$ cat src/rtl/bsp_tx_stuffer.sv
// Transmit-side CAN bit stuffer with CRC-15 generation.
// Takes one unstuffed bit per bit time (SOF through the last data bit).
// After five equal bits it inserts a complementary stuff bit and raises
// halt so the bit source holds. The 15-bit CRC is then appended MSB first,
// with stuffing still applied.
module bsp_tx_stuffer (
    input  logic        clk,
    input  logic        reset,
    input  logic        clock,
    input  logic        frame_start,
    input  logic        data_in,
    input  logic        data_last,
    input  logic        abort,
    output logic        tx_bit,
    output logic        halt,
    output logic        busy,
    output logic [14:0] crc,
    output logic        crc_done
);

    typedef enum logic [1:0] {
        IDLE      = 2'd0,
        DATA      = 2'd1,
        CRC       = 2'd2,
        STUFF_END = 2'd3
    } state_t;

    localparam logic [14:0] CRC_POLY = 15'h4599;

    state_t      state, state_nxt;
    logic [2:0]  run, run_nxt;        // length of the current run of equal line bits
    logic        last, last_nxt;      // value of the most recent line bit
    logic [3:0]  idx, idx_nxt;        // CRC bit currently being shifted out
    logic        tx_nxt;
    logic [14:0] crc_nxt;
    logic        done_nxt;

    logic        stuff;
    logic        src_bit;             // non-stuff bit that goes on the line this bit time
    logic [2:0]  run_adv;             // run length after src_bit is emitted

    // One CRC-15 shift for serial input bit b.
    function automatic logic [14:0] crc_step(input logic [14:0] c, input logic b);
        logic fb;
        fb = b ^ c[14];
        return {c[13:0], 1'b0} ^ (fb ? CRC_POLY : 15'h0000);
    endfunction

    assign stuff   = ((state == DATA) || (state == CRC)) && (run == 3'd5);
    assign halt    = stuff;
    assign busy    = (state != IDLE);
    assign src_bit = (state == CRC) ? crc[idx] : data_in;
    // A non-stuff bit only occurs with run < 5, so run + 1 never passes 5.
    assign run_adv = (src_bit == last) ? run + 3'd1 : 3'd1;

    // Next-state and next-output computation for every register.
    always_comb begin
        // NOTE: every output of this block gets a default first so that no
        // path leaves a variable unassigned; otherwise a latch is inferred.
        state_nxt = state;
        tx_nxt    = tx_bit;
        crc_nxt   = crc;
        run_nxt   = run;
        last_nxt  = last;
        idx_nxt   = idx;
        done_nxt  = 1'b0;

        if (abort) begin
            // Arbitration lost or error: drop the frame at once.
            // The CRC register is kept for inspection.
            state_nxt = IDLE;
            tx_nxt    = 1'b1;
            run_nxt   = 3'd0;
            last_nxt  = 1'b1;
            idx_nxt   = 4'd0;
        end else if (clock) begin
            unique case (state)
                IDLE: begin
                    tx_nxt = 1'b1;
                    if (frame_start) begin
                        // SOF is a dominant 0. Feeding it into a cleared CRC leaves 0.
                        tx_nxt    = 1'b0;
                        crc_nxt   = crc_step(15'h0000, 1'b0);
                        run_nxt   = 3'd1;
                        last_nxt  = 1'b0;
                        state_nxt = DATA;
                    end
                end
                DATA: begin
                    if (stuff) begin
                        tx_nxt   = ~last;
                        run_nxt  = 3'd1;
                        last_nxt = ~last;
                    end else begin
                        tx_nxt   = data_in;
                        crc_nxt  = crc_step(crc, data_in);
                        run_nxt  = run_adv;
                        last_nxt = data_in;
                        if (data_last) begin
                            idx_nxt   = 4'd14;
                            state_nxt = CRC;
                        end
                    end
                end
                CRC: begin
                    if (stuff) begin
                        tx_nxt   = ~last;
                        run_nxt  = 3'd1;
                        last_nxt = ~last;
                    end else begin
                        tx_nxt   = src_bit;
                        run_nxt  = run_adv;
                        last_nxt = src_bit;
                        idx_nxt  = idx - 4'd1;
                        if (idx == 4'd0) begin
                            // A run of five ending the CRC still needs its stuff bit.
                            if (run_adv == 3'd5) begin
                                state_nxt = STUFF_END;
                            end else begin
                                state_nxt = IDLE;
                                done_nxt  = 1'b1;
                            end
                        end
                    end
                end
                STUFF_END: begin
                    tx_nxt    = ~last;
                    state_nxt = IDLE;
                    done_nxt  = 1'b1;
                end
                default: state_nxt = IDLE;
            endcase
        end
    end

    // State and output registers, with synchronous reset.
    always_ff @(posedge clk) begin
        // NOTE: sequential state uses non-blocking assignments so every
        // register samples the values from before this edge.
        if (reset) begin
            state    <= IDLE;
            tx_bit   <= 1'b1;
            crc      <= 15'h0000;
            crc_done <= 1'b0;
            run      <= 3'd0;
            last     <= 1'b1;
            idx      <= 4'd0;
        end else begin
            state    <= state_nxt;
            tx_bit   <= tx_nxt;
            crc      <= crc_nxt;
            crc_done <= done_nxt;
            run      <= run_nxt;
            last     <= last_nxt;
            idx      <= idx_nxt;
        end
    end

endmodule

$ cat config.mk
export PLATFORM = sky130hd
export DESIGN_NAME = bsp_tx_stuffer
export DESIGN_NICKNAME = d
export VERILOG_FILES = /design/src/rtl/bsp_tx_stuffer.sv
export SDC_FILE = /design/constraint.sdc
export NUM_CORES = 1
export LEC_CHECK = 0
export ABC_CLOCK_PERIOD_IN_PS = 2550
export BUFFER_PORTS_ARGS = -buffer_cell sky130_fd_sc_hd__buf_2
export CAP_MARGIN = 0
export CORE_UTILIZATION = 25
export CTS_CLUSTER_DIAMETER = 80
export CTS_CLUSTER_SIZE = 20
export DETAILED_ROUTE_END_ITERATION = 8
export GPL_ROUTABILITY_DRIVEN = 0
export HOLD_SLACK_MARGIN = 0.05
export SLEW_MARGIN = 20
export SYNTH_ARGS = -nofsm -noshare
export SYNTH_HDL_FRONTEND = slang
export SYNTH_SLANG_ARGS = --single-unit
$ cat constraint.sdc
create_clock -name clk -period 2.55 [get_ports clk]
set_input_delay 0.1275 -clock clk [delete_from_list [all_inputs] [get_ports clk]]
set_output_delay 0.1275 -clock clk [all_outputs]
set_load 0.05 [all_outputs]
==> impl_metrics.py <==
metrics = {
    "floorplan": {
        "die_h_um": 82.0,
        "fp-row-count": 28,
        "die_x_um": 82.0,
        "start_util_pct": 26.4,
        "dieArea_um2": 6720,
        "ioPinCount": 26,
        "core_um2": 6060,
    },
    "timing": {
        "timing.final.crit_period_ns": 2.23,
        "fmax_mhz": 449,
        "slew_headroom_pct": 46.2,
        "fin_ws_ns": 0.320,
        "slew_violations": 0,
        "setup_tns_ns": 0,
        "finalCritPeriodShare_pct": 87.4,
        "fin_skew_ns": 0.00724,
        "worst_slew_pin_slew_ns": 0.804,
        "finalHoldViolations": 0,
        "setup_violations": 0,
        "rsz0062_at_grt": "no",
    },
    "placed_design": {
        "hpwl_mm": 2.89,
        "port_buffers": 25,
        "pre_cts_ws_ns": 0.352,
    },
    "cts": {
        "numCtsBuffers": 3,
        "path_clk_slew_ns": 0.09,
        "htree_levels": 1,
        "clk_latency_ns": 0.28,
        "post_cts_buffers": 0,
        "ctsHoldBuffers": 0,
        "cts_root_buf": "clkbuf_8",
        "clock_path_buffers": 2,
        "clock_sinks": 27,
        "cts_tree": "yes",
        "cts_resized": 0,
    },
    "worst_setup_path": {
        "cp-startpoint": "state[1]",
        "cpMaxStageDelayCell": "or3_1",
        "endpoint_kind": "flip-flop",
        "worst_ep_arrival_time_ns": 2.39,
        "path_max_fanout": 15,
        "startpoint_type": "flip-flop",
        "rr_endpoint": "crc[12]",
        "rr_startpoint": "state[1]",
        "cp.buffers_inverters": 2,
        "crit_family": "simple AND/OR/NAND/NOR gates",
        "worst_ep_required_time_ns": 2.71,
        "worstPathCellList": "inv_1 > ha_1 > nand3_1 > inv_1 > nand2_1 > o21ai_0 > or3_1 > nand2_1 > a21oi_1",
        "rrSetupSlack_ns": 0.32,
        "ff2ff_path_depth": 9,
        "crit_type": "flip-flop to flip-flop",
        "cpPeakStageDelay_ns": 0.56,
    },
    "grt": {
        "overflow": 0,
        "grt_pass1_wl_mm": 6.64,
        "grt_max_degree": 18,
        "grt_use_total_pct": 12.6,
        "first_global_vias": 1394,
        "antenna_found_initial": 0,
    },
    "detailed_routing": {
        "drtAntennaViolNets": 0,
        "wirelength_mm": 3.97,
        "wl_met2_mm": 1.85,
        "routed_via_density": 5.02,
        "routedWlPerCell_um": 13.5,
        "m1WireLength_mm": 1.92,
        "drc": 0,
        "dr_total_vias": 1476,
        "wl_met3_um": 180,
        "top_layer": "met4",
        "drt_iter0_drc": 96,
        "drtPass1Iterations": 4,
    },
    "synth": {
        "ys_ff_latch": 27,
        "synth_edf_count": 0,
        "synth_warnings": 0,
        "synth_top_flop_cell": "dfxtp_1",
        "synth_cell_types": 46,
        "seq_area_frac_synth_pct": 33.8,
        "synth-async-reset-ratio_pct": 0,
        "syn_area_um2": 1600,
        "syn_area_per_cell_um2": 8.16,
        "synthesis.nets": 210,
        "syn_inst": 196,
    },
    "layout": {
        "nNetsFinal": 234,
        "diodes": 0,
        "multi_input_area_um2": 962,
        "final_common_cell": "dfxtp_1",
        "fillers": 651,
        "drive_gt1_share_pct": 19.6,
        "layout_common_cells": "dfxtp_1 (27), buf_2 (25), nand2_1 (22)",
        "syn2layout_area_growth_pct": 15.9,
        "seq_area_um2": 541,
    },
    "run": {
        "cap_viol_max_count": 0,
    },
    "pwr": {
        "ir_drop_uv": 194,
        "fin_total_pwr_uw": 769,
        "leakagePower_nw": 0.713,
        "power_density_nw_per_um2": 415,
    },
    "min_path": {
        "hp-start": "clock",
        "worstHoldEndpoint": "crc_done",
        "holdPathStages": 2,
        "hold_class": "primary input to flip-flop",
    },
    "outcome": {
        "outcome": "finished clean",
    },
}
sequential cells by signal, summed over array words and instances (netlist names):
name and count:
crc 15, crc_done 1, idx 4, last 1, run 3, state 2
tx_bit 1
layout make-up:
class                   count  share of cell area (%)
multi-input cells         147                    51.9
flip-flops and latches     27                    29.2
repair buffers             31                    9.18
well taps                  75                    5.06
clock buffers               3                    2.23
inverters                  10                    2.03
clock inverters             1                   0.405
synthesized netlist by cell type, types with 2 or more instances:
| library cell | number | share of area [%] |
|---|---|---|
| nor3_1 | 4 | 1.3 |
| xor2_1 | 7 | 3.8 |
| nand3b_1 | 2 | 0.94 |
| a31oi_1 | 3 | 1.2 |
| and3_1 | 3 | 1.2 |
| o21ai_0 | 7 | 2.2 |
| ha_1 | 7 | 5.5 |
| dfxtp_1 | 27 | 34 |
| buf_2 | 2 | 0.63 |
| nand3_1 | 19 | 5.9 |
| nand4_1 | 3 | 1.2 |
| mux2i_1 | 7 | 4.4 |
| nor2b_1 | 5 | 2.0 |
| a21oi_1 | 21 | 6.6 |
| nor2_1 | 11 | 2.6 |
| inv_1 | 10 | 2.3 |
| clkbuf_1 | 7 | 1.6 |
| nand2_1 | 22 | 5.2 |
| a311oi_1 | 2 | 1.1 |
metal layers:
| layer | vias to the layer above | GRT usage [%] |
|---|---|---|
| met5 | - | 0 |
| met4 | 0 | 3.16 |
| met3 | 2 | 2.78 |
| met2 | 40 | 20.9 |
| met1 | 691 | 16.5 |
| li1 | 743 | - |
worst register-to-register path, delay by kind of cell, from the launching register on:
kind            cells  cell delay, ns
simple gates        4            1.00
buf+inv             2            0.20
flops               1            0.42
compound gates      2            0.16
fa+ha+maj           1            0.34
worst max-delay path by stage:
stage	slack, ns	depth (start not counted)	end
floorplan	0.21	11	crc[13]
global placement	0.40	9	crc[7]
detailed placement	0.35	9	crc[12]
CTS	0.34	9	crc[12]
global route	0.12	9	crc[1]
finish	0.32	9	crc[12]
where the power goes:
part | internal [mW] | leakage [nW] | switching, mW
Clock | 0.111 | 0.0217 | 0.143
Sequential | 0.426 | 0.218 | 0.00513
Combinational | 0.0271 | 0.473 | 0.0571
Total | 0.564 | 0.713 | 0.205
through the flow:
step / hold slack [ns] / util (%) / std cells / cell area (um^2)
CTS: 0.154 / 30.6 / 294 / 1850
finish: 0.157 / 30.6 / 294 / 1850
detailed placement: 0.445 / 29.8 / 290 / 1800
global route: 0.168 / 30.6 / 294 / 1850
global placement: 0.438 / 29.8 / 290 / 1800
floorplan: 0.265 / - / 196 / 1600
cell families (layout without fill, tap and decap cells):
| group | after synthesis | after routing | share of synthesized area [%] |
|---|---|---|---|
| muxes | 8 | 8 | 5.79 |
| DFF | 27 | 27 | 33.8 |
| and+or+nand+nor | 78 | 78 | 24.8 |
| AOI/OAI and AO/OA | 46 | 46 | 19.7 |
| xor gates and xnor gates | 8 | 8 | 4.38 |
| adders and majority gates | 7 | 7 | 5.48 |
| buffers and inverters | 22 | 45 | 6.03 |
Note: power is estimated with default switching activity, not from simulation.
